==> config.mk <==
export PLATFORM = sky130hd
export DESIGN_NAME = aclk_load_arbiter_flat
export DESIGN_NICKNAME = d
export VERILOG_FILES = /design/src/rtl/aclk_load_arbiter_if.sv /design/src/rtl/aclk_load_arbiter.sv /design/src/flat_wrapper.sv
export SDC_FILE = /design/constraint.sdc
export NUM_CORES = 1
export LEC_CHECK = 0
export ABC_AREA = 1
export CORE_ASPECT_RATIO = 0.7
export CORE_MARGIN = 10
export CORE_UTILIZATION = 43
export CTS_CLUSTER_SIZE = 14
export DETAILED_ROUTE_END_ITERATION = 8
export PLACE_DENSITY_LB_ADDON = 0.08
export RECOVER_POWER = 50
export SYNTH_ARGS = -nofsm -noshare
export SYNTH_HDL_FRONTEND = slang
export SYNTH_SLANG_ARGS = --single-unit
==> constraint.sdc <==
create_clock -name clk -period 1.45 [get_ports clk]
set_clock_uncertainty 0.1 [all_clocks]
set_input_delay 0.29 -clock clk [delete_from_list [all_inputs] [get_ports clk]]
set_output_delay 0.29 -clock clk [all_outputs]
set_load 0.03 [all_outputs]
==> src/rtl/aclk_load_arbiter_if.sv <==
// Groups both requester handshakes, the core configuration port and the core readback.
// master = requester/core side, slave = the arbiter.
interface aclk_load_arbiter_if;
  logic       kp_valid, kp_ready, kp_alarm, kp_done, kp_err;
  logic [1:0] kp_h1;
  logic [3:0] kp_h0, kp_m1, kp_m0;

  logic       sy_valid, sy_ready, sy_alarm, sy_done, sy_err;
  logic [1:0] sy_h1;
  logic [3:0] sy_h0, sy_m1, sy_m0;

  logic [1:0] H_in1;
  logic [3:0] H_in0, M_in1, M_in0;
  logic       LD_time, LD_alarm;

  logic [1:0] H_out1;
  logic [3:0] H_out0, M_out1, M_out0;

  logic       busy;

  modport master (
    output kp_valid, kp_alarm, kp_h1, kp_h0, kp_m1, kp_m0,
    output sy_valid, sy_alarm, sy_h1, sy_h0, sy_m1, sy_m0,
    output H_out1, H_out0, M_out1, M_out0,
    input  kp_ready, kp_done, kp_err, sy_ready, sy_done, sy_err,
    input  H_in1, H_in0, M_in1, M_in0, LD_time, LD_alarm, busy
  );

  modport slave (
    input  kp_valid, kp_alarm, kp_h1, kp_h0, kp_m1, kp_m0,
    input  sy_valid, sy_alarm, sy_h1, sy_h0, sy_m1, sy_m0,
    input  H_out1, H_out0, M_out1, M_out0,
    output kp_ready, kp_done, kp_err, sy_ready, sy_done, sy_err,
    output H_in1, H_in0, M_in1, M_in0, LD_time, LD_alarm, busy
  );
endinterface

==> src/rtl/aclk_load_arbiter.sv <==
// Round-robin arbiter loading validated BCD time/alarm settings into the alarm clock core.
// Define ACLK_ARB_VERIFY_EN to read back time loads from the core before reporting done.
module aclk_load_arbiter #(
  parameter int unsigned VERIFY_TIMEOUT = 20
) (
  input logic                clk,
  input logic                reset_n,
  aclk_load_arbiter_if.slave bus
);

  typedef struct packed {
    logic [1:0] h1;
    logic [3:0] h0;
    logic [3:0] m1;
    logic [3:0] m0;
  } digits_t;

  typedef struct packed {
    logic    alarm;
    digits_t dig;
  } payload_t;

`ifdef ACLK_ARB_VERIFY_EN
  typedef enum logic [2:0] {
    S_IDLE, S_GRANT, S_CHECK, S_SETUP, S_LOAD, S_VERIFY, S_DONE
  } state_e;
`else
  typedef enum logic [2:0] {
    S_IDLE, S_GRANT, S_CHECK, S_SETUP, S_LOAD, S_DONE
  } state_e;
`endif

  if (VERIFY_TIMEOUT < 1 || VERIFY_TIMEOUT > 255) begin : g_bad_timeout
    $error("VERIFY_TIMEOUT must lie in 1..255");
  end

  state_e   state_q, state_d;
  logic     owner_q, owner_d;     // 1 = sy is the current requester
  logic     prio_sy_q, prio_sy_d; // 1 = sy wins the next tie
  payload_t pay_q, pay_d;
  digits_t  dig_q, dig_d;
  logic     kp_ready_q, kp_ready_d, sy_ready_q, sy_ready_d;
  logic     kp_done_q, kp_done_d, sy_done_q, sy_done_d;
  logic     kp_err_q, kp_err_d, sy_err_q, sy_err_d;
  logic     ld_time_q, ld_time_d, ld_alarm_q, ld_alarm_d;
  logic     busy_q, busy_d;
  logic     finish, fail, pick_sy;
`ifdef ACLK_ARB_VERIFY_EN
  logic [7:0] vcnt_q, vcnt_d;
`endif

  function automatic logic digits_legal(input digits_t d);
    return (d.h1 <= 2'd2) && (d.h0 <= 4'd9) && !(d.h1 == 2'd2 && d.h0 > 4'd3) &&
           (d.m1 <= 4'd5) && (d.m0 <= 4'd9);
  endfunction

  always_comb begin
    // NOTE: every variable gets a default before the case so no path leaves one unassigned (no latches).
    state_d    = state_q;
    owner_d    = owner_q;
    prio_sy_d  = prio_sy_q;
    pay_d      = pay_q;
    dig_d      = dig_q;
    kp_ready_d = 1'b0;
    sy_ready_d = 1'b0;
    ld_time_d  = 1'b0;
    ld_alarm_d = 1'b0;
    finish     = 1'b0;
    fail       = 1'b0;
    pick_sy    = 1'b0;
`ifdef ACLK_ARB_VERIFY_EN
    vcnt_d     = vcnt_q;
`endif

    case (state_q)
      S_IDLE: begin
        if (bus.kp_valid || bus.sy_valid) begin
          pick_sy    = bus.sy_valid && (!bus.kp_valid || prio_sy_q);
          owner_d    = pick_sy;
          prio_sy_d  = !pick_sy;
          kp_ready_d = !pick_sy;
          sy_ready_d = pick_sy;
          state_d    = S_GRANT;
        end
      end
      S_GRANT: begin
        pay_d   = owner_q ? {bus.sy_alarm, bus.sy_h1, bus.sy_h0, bus.sy_m1, bus.sy_m0}
                          : {bus.kp_alarm, bus.kp_h1, bus.kp_h0, bus.kp_m1, bus.kp_m0};
        state_d = S_CHECK;
      end
      S_CHECK: begin
        if (digits_legal(pay_q.dig)) begin
          dig_d   = pay_q.dig;
          state_d = S_SETUP;
        end else begin
          finish  = 1'b1;
          fail    = 1'b1;
          state_d = S_DONE;
        end
      end
      S_SETUP: begin
        ld_alarm_d = pay_q.alarm;
        ld_time_d  = !pay_q.alarm;
        state_d    = S_LOAD;
      end
      S_LOAD: begin
`ifdef ACLK_ARB_VERIFY_EN
        if (!pay_q.alarm) begin
          vcnt_d  = '0;
          state_d = S_VERIFY;
        end else begin
          finish  = 1'b1;
          state_d = S_DONE;
        end
`else
        finish  = 1'b1;
        state_d = S_DONE;
`endif
      end
`ifdef ACLK_ARB_VERIFY_EN
      S_VERIFY: begin
        if ({bus.H_out1, bus.H_out0, bus.M_out1, bus.M_out0} == pay_q.dig) begin
          finish  = 1'b1;
          state_d = S_DONE;
        end else if (vcnt_q == 8'(VERIFY_TIMEOUT - 1)) begin
          finish  = 1'b1;
          fail    = 1'b1;
          state_d = S_DONE;
        end else begin
          vcnt_d = vcnt_q + 8'd1;
        end
      end
`endif
      S_DONE:  state_d = S_IDLE;
      default: state_d = S_IDLE;
    endcase

    // Outputs are computed one state ahead so the registered values line up with the state.
    kp_done_d = finish && !owner_q;
    sy_done_d = finish && owner_q;
    kp_err_d  = finish && fail && !owner_q;
    sy_err_d  = finish && fail && owner_q;
    busy_d    = (state_d != S_IDLE);
  end

  // NOTE: sequential state uses non-blocking assignments only; reset is sampled on the clock edge.
  always_ff @(posedge clk) begin
    if (!reset_n) begin
      state_q    <= S_IDLE;
      owner_q    <= 1'b0;
      prio_sy_q  <= 1'b0;
      pay_q      <= '0;
      dig_q      <= '0;
      kp_ready_q <= 1'b0;
      sy_ready_q <= 1'b0;
      kp_done_q  <= 1'b0;
      sy_done_q  <= 1'b0;
      kp_err_q   <= 1'b0;
      sy_err_q   <= 1'b0;
      ld_time_q  <= 1'b0;
      ld_alarm_q <= 1'b0;
      busy_q     <= 1'b0;
`ifdef ACLK_ARB_VERIFY_EN
      vcnt_q     <= '0;
`endif
    end else begin
      state_q    <= state_d;
      owner_q    <= owner_d;
      prio_sy_q  <= prio_sy_d;
      pay_q      <= pay_d;
      dig_q      <= dig_d;
      kp_ready_q <= kp_ready_d;
      sy_ready_q <= sy_ready_d;
      kp_done_q  <= kp_done_d;
      sy_done_q  <= sy_done_d;
      kp_err_q   <= kp_err_d;
      sy_err_q   <= sy_err_d;
      ld_time_q  <= ld_time_d;
      ld_alarm_q <= ld_alarm_d;
      busy_q     <= busy_d;
`ifdef ACLK_ARB_VERIFY_EN
      vcnt_q     <= vcnt_d;
`endif
    end
  end

  assign bus.kp_ready = kp_ready_q;
  assign bus.sy_ready = sy_ready_q;
  assign bus.kp_done  = kp_done_q;
  assign bus.sy_done  = sy_done_q;
  assign bus.kp_err   = kp_err_q;
  assign bus.sy_err   = sy_err_q;
  assign bus.H_in1    = dig_q.h1;
  assign bus.H_in0    = dig_q.h0;
  assign bus.M_in1    = dig_q.m1;
  assign bus.M_in0    = dig_q.m0;
  assign bus.LD_time  = ld_time_q;
  assign bus.LD_alarm = ld_alarm_q;
  assign bus.busy     = busy_q;

endmodule

==> src/flat_wrapper.sv <==
// flat-port wrapper written by rule: the top's interface ports become plain ports
module aclk_load_arbiter_flat 
#(
  parameter int unsigned VERIFY_TIMEOUT = 20
)
  (clk, reset_n, bus_kp_valid, bus_kp_alarm, bus_kp_h1, bus_kp_h0, bus_kp_m1, bus_kp_m0, bus_sy_valid, bus_sy_alarm, bus_sy_h1, bus_sy_h0, bus_sy_m1, bus_sy_m0, bus_H_out1, bus_H_out0, bus_M_out1, bus_M_out0, bus_kp_ready, bus_kp_done, bus_kp_err, bus_sy_ready, bus_sy_done, bus_sy_err, bus_H_in1, bus_H_in0, bus_M_in1, bus_M_in0, bus_LD_time, bus_LD_alarm, bus_busy);
  aclk_load_arbiter_if bus_i ();
  input logic clk;
  input logic reset_n;
  input wire logic [$bits(bus_i.kp_valid)-1:0] bus_kp_valid;
  input wire logic [$bits(bus_i.kp_alarm)-1:0] bus_kp_alarm;
  input wire logic [$bits(bus_i.kp_h1)-1:0] bus_kp_h1;
  input wire logic [$bits(bus_i.kp_h0)-1:0] bus_kp_h0;
  input wire logic [$bits(bus_i.kp_m1)-1:0] bus_kp_m1;
  input wire logic [$bits(bus_i.kp_m0)-1:0] bus_kp_m0;
  input wire logic [$bits(bus_i.sy_valid)-1:0] bus_sy_valid;
  input wire logic [$bits(bus_i.sy_alarm)-1:0] bus_sy_alarm;
  input wire logic [$bits(bus_i.sy_h1)-1:0] bus_sy_h1;
  input wire logic [$bits(bus_i.sy_h0)-1:0] bus_sy_h0;
  input wire logic [$bits(bus_i.sy_m1)-1:0] bus_sy_m1;
  input wire logic [$bits(bus_i.sy_m0)-1:0] bus_sy_m0;
  input wire logic [$bits(bus_i.H_out1)-1:0] bus_H_out1;
  input wire logic [$bits(bus_i.H_out0)-1:0] bus_H_out0;
  input wire logic [$bits(bus_i.M_out1)-1:0] bus_M_out1;
  input wire logic [$bits(bus_i.M_out0)-1:0] bus_M_out0;
  output wire logic [$bits(bus_i.kp_ready)-1:0] bus_kp_ready;
  output wire logic [$bits(bus_i.kp_done)-1:0] bus_kp_done;
  output wire logic [$bits(bus_i.kp_err)-1:0] bus_kp_err;
  output wire logic [$bits(bus_i.sy_ready)-1:0] bus_sy_ready;
  output wire logic [$bits(bus_i.sy_done)-1:0] bus_sy_done;
  output wire logic [$bits(bus_i.sy_err)-1:0] bus_sy_err;
  output wire logic [$bits(bus_i.H_in1)-1:0] bus_H_in1;
  output wire logic [$bits(bus_i.H_in0)-1:0] bus_H_in0;
  output wire logic [$bits(bus_i.M_in1)-1:0] bus_M_in1;
  output wire logic [$bits(bus_i.M_in0)-1:0] bus_M_in0;
  output wire logic [$bits(bus_i.LD_time)-1:0] bus_LD_time;
  output wire logic [$bits(bus_i.LD_alarm)-1:0] bus_LD_alarm;
  output wire logic [$bits(bus_i.busy)-1:0] bus_busy;
  assign bus_i.kp_valid = bus_kp_valid;
  assign bus_i.kp_alarm = bus_kp_alarm;
  assign bus_i.kp_h1 = bus_kp_h1;
  assign bus_i.kp_h0 = bus_kp_h0;
  assign bus_i.kp_m1 = bus_kp_m1;
  assign bus_i.kp_m0 = bus_kp_m0;
  assign bus_i.sy_valid = bus_sy_valid;
  assign bus_i.sy_alarm = bus_sy_alarm;
  assign bus_i.sy_h1 = bus_sy_h1;
  assign bus_i.sy_h0 = bus_sy_h0;
  assign bus_i.sy_m1 = bus_sy_m1;
  assign bus_i.sy_m0 = bus_sy_m0;
  assign bus_i.H_out1 = bus_H_out1;
  assign bus_i.H_out0 = bus_H_out0;
  assign bus_i.M_out1 = bus_M_out1;
  assign bus_i.M_out0 = bus_M_out0;
  assign bus_kp_ready = bus_i.kp_ready;
  assign bus_kp_done = bus_i.kp_done;
  assign bus_kp_err = bus_i.kp_err;
  assign bus_sy_ready = bus_i.sy_ready;
  assign bus_sy_done = bus_i.sy_done;
  assign bus_sy_err = bus_i.sy_err;
  assign bus_H_in1 = bus_i.H_in1;
  assign bus_H_in0 = bus_i.H_in0;
  assign bus_M_in1 = bus_i.M_in1;
  assign bus_M_in0 = bus_i.M_in0;
  assign bus_LD_time = bus_i.LD_time;
  assign bus_LD_alarm = bus_i.LD_alarm;
  assign bus_busy = bus_i.busy;
  aclk_load_arbiter #(.VERIFY_TIMEOUT(VERIFY_TIMEOUT)) u_core (.clk(clk), .reset_n(reset_n), .bus(bus_i));
endmodule
### Word level (Yosys, flattened, before mapping)

Cells that the tools add are included.
Widths: inputs -> output; s select.

| word-level totals | value |
|---|---|
| register bits | 43 |
| bits in latches | 0 |
| bits in writable memories | 0 |
| memory bits (read-only) | 0 |
| bits of input ports | 48 |
| output and inout port bits | 23 |
| word-level logic and storage cells | 62 |
| memories | 0 |

| cells by class | value |
|---|---|
| $add $sub $neg | 0 |
| $mul | 0 |
| divide/modulo/power cells | 0 |
| magnitude comparators | 5 |
| eq/ne operators | 5 |
| shift-type cells | 0 |
| mux-type cells | 7 |
| bitwise operators | 0 |
| reductions and logical operators | 24 |

Operator list:

| operator | count |
|---|---|
| $mux 15 | 1 |
| $pmux 3 s5 | 1 |
| $logic_and 1x1->1 | 11 |
| $le 4x4->1 const B | 2 |
| $eq 3x2->1 const B | 2 |
| $mux 3 | 2 |
| $reduce_and 2->1 | 3 |
| $logic_not 1->1 | 5 |
| $gt 4x2->1 const B | 1 |
| $le 4x3->1 const B | 1 |
| $eq 3x1->1 const B | 1 |
| $eq 3x3->1 const B | 1 |
| $logic_not 3->1 | 1 |
| $reduce_and 3->1 | 1 |
| $reduce_bool 3->1 | 1 |
| $eq 2x2->1 const B | 1 |
| $le 2x2->1 const B | 1 |
| $logic_or 1x1->1 | 2 |
| $mux 1 | 2 |
| $pmux 1 s2 | 1 |

### Depth between registers and ports, before layout

| depth | value |
|---|---|
| word-level depth | 10 |
| gate-level depth with buffers | 8 |
| gate-level depth less buffers | 8 |

### Least setup slack after synthesis

OpenSTA, ideal clock, no wires.

| path | value |
|---|---|
| path type | register to register |
| start point | register u_core.state_q[0] |
| end point | register u_core.dig_q, in the netlist u_core.bus.H_in0[3] |
| setup time | 0.112 ns |
| arrival | 1.025 ns |
| data required time | 1.238 ns |
| path slack | 0.213 ns |
| stages on the path, launching flop included | 9 |
| path buffers | 2 |
| clock period less this slack | 1.237 ns |
| path through | dfxtp_1 nor2_1 nand2_1 inv_2 nand4_2 buf_6 buf_8 nor2_2 nor2_1 |

| between the ends | value |
|---|---|
| longest elaborated chain between the ends | 2 |

RTL lines:

| what | RTL line | source |
|---|---|---|
| from (decl) | aclk_load_arbiter.sv:37 | `state_e state_q, state_d;` |
| from (signal assigned) | aclk_load_arbiter.sv:167 | `state_q <= state_d;` |
| $eq 3x2->1 | aclk_load_arbiter.sv:75 | `case (state_q)` |
| $reduce_and 2->1 (no line) | - |  |
| to (signal assigned) | aclk_load_arbiter.sv:171 | `dig_q <= dig_d;` |
| to (decl) | aclk_load_arbiter.sv:41 | `digits_t dig_q, dig_d;` |

Every way passes these cells.
A chain may end at the register's enable or synchronous reset.

### Worst setup path after layout

| path | value |
|---|---|
| start point | register u_core.dig_q, in the netlist u_core.bus.M_in1[0] |
| end point | output bus_M_in1[0] |

RTL lines:

| what | RTL line | source |
|---|---|---|
| to (decl) | flat_wrapper.sv:34 | `output wire logic [$bits(bus_i.M_in1)-1:0] bus_M_in1;` |

No word-level cell between the ends.

==> run metrics <==
status=completed; hold buffers post-CTS=0; Max VDD drop=0.0009718 V; Worst Path Max Fanout=2; core box area=4018 um2; commonest non-fill, non-tap cell in the layout=nand2_1; row cnt=19; worst setup margin=0.05693 ns; Ports=71; vias per cell=4.488; worst path cell trace=clkdlybuf4s15_1; setup violators final=0; aggregate global routing overflow=0; M1 GR Usage=0.1313; CP startpoint=u_core.bus.M_in1[0]$_SDFFE_PN0P_; CTS buffer count=5; fraction of layout cells with a size suffix above 1=0.1033; max-cap violations=0; YS warnings=0; Placed Area=2445 um2; drt initial violations=63; worst rel slew slack=0.7936; DIE HEIGHT=74.66 um; Setup Buffers After CTS=0; Clock Latency Late Sink=0.29 ns; number of global-route vias before repair=1,613; Startpoint Class=flip-flop; fin crit period=1.393 ns; WL final=4187 um; Net Count, Synth=318; post-DP HPWL=3309 um; P_int=2.647 mW; routability cong.=0.8109; Netlist Area Pre-Place=1836 um2; Final Instance Area=2502 um2; Buffers & Inverters on Critical Path=1; Crit-path slowest cell=clkdlybuf4s15_1; Fin Hold WS=0.3158 ns; max-slew violation total from the final report=0; CP Data Arrival Time=1.00 ns; number of inserted diodes=0; Hold Fails Final Rpt=0; crit-path max cell delay=0.37 ns; Syn Area/Cell=6.798 um2; routed vias=1,710; clk root buf=clkbuf_8; H-tree levels=2; register share of total power=0.401; Routed Antenna Nets=0; Sw Share=0.4153; origin of the worst min-delay path=u_core.pay_q[14]$_SDFFE_PN0N_; GRT Max-Usage Layer=met2; post-synthesis sequential area ratio=0.4690; clock slew at the register clock pins of the worst setup and hold paths=0.08 ns; Die Area=7323 um2; global routing usage on met3=0.05850; CTS Sinks=43; Clock power frac=0.159; GR Util met2=0.1869; initial core utilization=0.4569; delay-heaviest family, CP=buffers and inverters; count of input and output buffers=56; CTS Buffer Depth=2; WL/cell=10.99 um; Cell Pwr Density=1809 nW/um2; Comb pwr share=0.440; Crit. End Element=output pin; Setup Crit Path Kind=reg2out; Mapped Cells=270; Pre-Repair DR Iteration Count=5; synthesized flop and latch total=43; fin nets=376; final worst-path cycle share=0.9607; CTS tree=built; total track usage=0.1159; Critical Path RT=1.06 ns; reg-to-reg setup timing slack=0.12 ns; hold crit path type=reg2reg; Synth-to-Final Area Change=36.33%; largest net degree at the start of global routing=27; Worst Max-Slew Pin Slew=0.3091 ns; commonest non-fill, non-tap cells in the layout=nand2_1 (92), dfxtp_1 (42), inv_1 (34), nor2_1 (33), clkdlybuf4s50_1 (32); Place WS=-0.02579 ns; static leakage=1.238 nW; number of distinct library cells after synthesis=19; Reg2Reg Launch Point=u_core.pay_q[5]$_SDFFE_PN0N_; Fmax=717.8 MHz; initial antenna violation count=0; first-pass GRT wire length=7024 um; drt drc=0; switching power=1.880 mW; RSZ-0062 raised after global routing=no; Die Wd=98.09 um
synthesized netlist by cell type, drive strengths merged:
library cell	n	area (um2)
o21ai	18	90.08
inv	36	135.1
nand3b	1	7.510
nand3	3	15.01
nand2	92	345.3
o22ai	2	12.51
dfxtp	43	860.8
nor2	42	180.2
a21oi	18	93.84
nand4	2	18.77
buf	9	61.30
clkbuf	4	15.01
state kept, by name, indices dropped and copies added (netlist names), 2 cells and up:
signal / count
u_core.bus.M_in0: 4
u_core.pay_q: 15
u_core.bus.H_in0: 4
u_core.bus.H_in1: 2
u_core.bus.M_in1: 4
u_core.state_q: 3
repair_timing:
action,4_1_cts,5_1_grt
resized for setup,18,12
pin swaps,0,0
setup endpoints to repair,18,12
worst paths after layout:
path / to / depth (start not counted)
min reg2reg: u_core.bus.LD_time$_SDFF_PN0_ / 1
max reg2reg: u_core.bus.H_in0[1]$_SDFFE_PN0P_ / 8
max: bus_M_in1[0] / 1
min: u_core.bus.LD_time$_SDFF_PN0_ / 1
metrics by stage:
step                      power [mW]    util  cells   TNS (ns)
after global routing           4.931  0.6229    381          0
after global placement         3.936  0.6085    373  -0.005632
after CTS                      4.611  0.6238    381          0
after detailed placement       3.969  0.6085    373   -0.04511
final                          4.528  0.6229    381          0
after floorplan                3.280       -    270          0
routing by layer:
metal / wire length, um / up-vias / share of wire
met3: 319 / 7 / 0.076
met4: 49 / 0 / 0.012
li1: - / 929 / -
met1: 2028 / 730 / 0.48
met2: 1789 / 44 / 0.43
met5: 0 / - / 0
layout make-up:
cell class / count / area (um2)
Fill cell: 414 / 1515
Clock buffer: 5 / 68.82
Inverter: 36 / 135.1
Clock inverter: 3 / 15.01
Tap cell: 52 / 65.06
Sequential cell: 43 / 862.1
Multi-Input combinational cell: 178 / 763.2
Timing Repair Buffer: 64 / 593.1
power groups by stage:
stage | clock network [mW] | logic (mW) | registers, mW
after floorplan | 0 | 1.15 | 2.13
after global placement | 0 | 2.10 | 1.84
after detailed placement | 0 | 2.12 | 1.85
after CTS | 0.742 | 2.05 | 1.82
after global routing | 0.809 | 2.24 | 1.88
final | 0.719 | 1.99 | 1.82
cell families (layout without fill, tap and decap cells):
| kind of cell | count (synthesis) | in the layout | share of synthesized area |
|---|---|---|---|
| buffers and inverters | 49 | 108 | 0.1152 |
| AOI/OAI and AO/OA | 38 | 38 | 0.1070 |
| and+or+nand+nor | 140 | 140 | 0.3088 |
| DFF | 43 | 43 | 0.4690 |
Power figures use the tool's default switching activity.
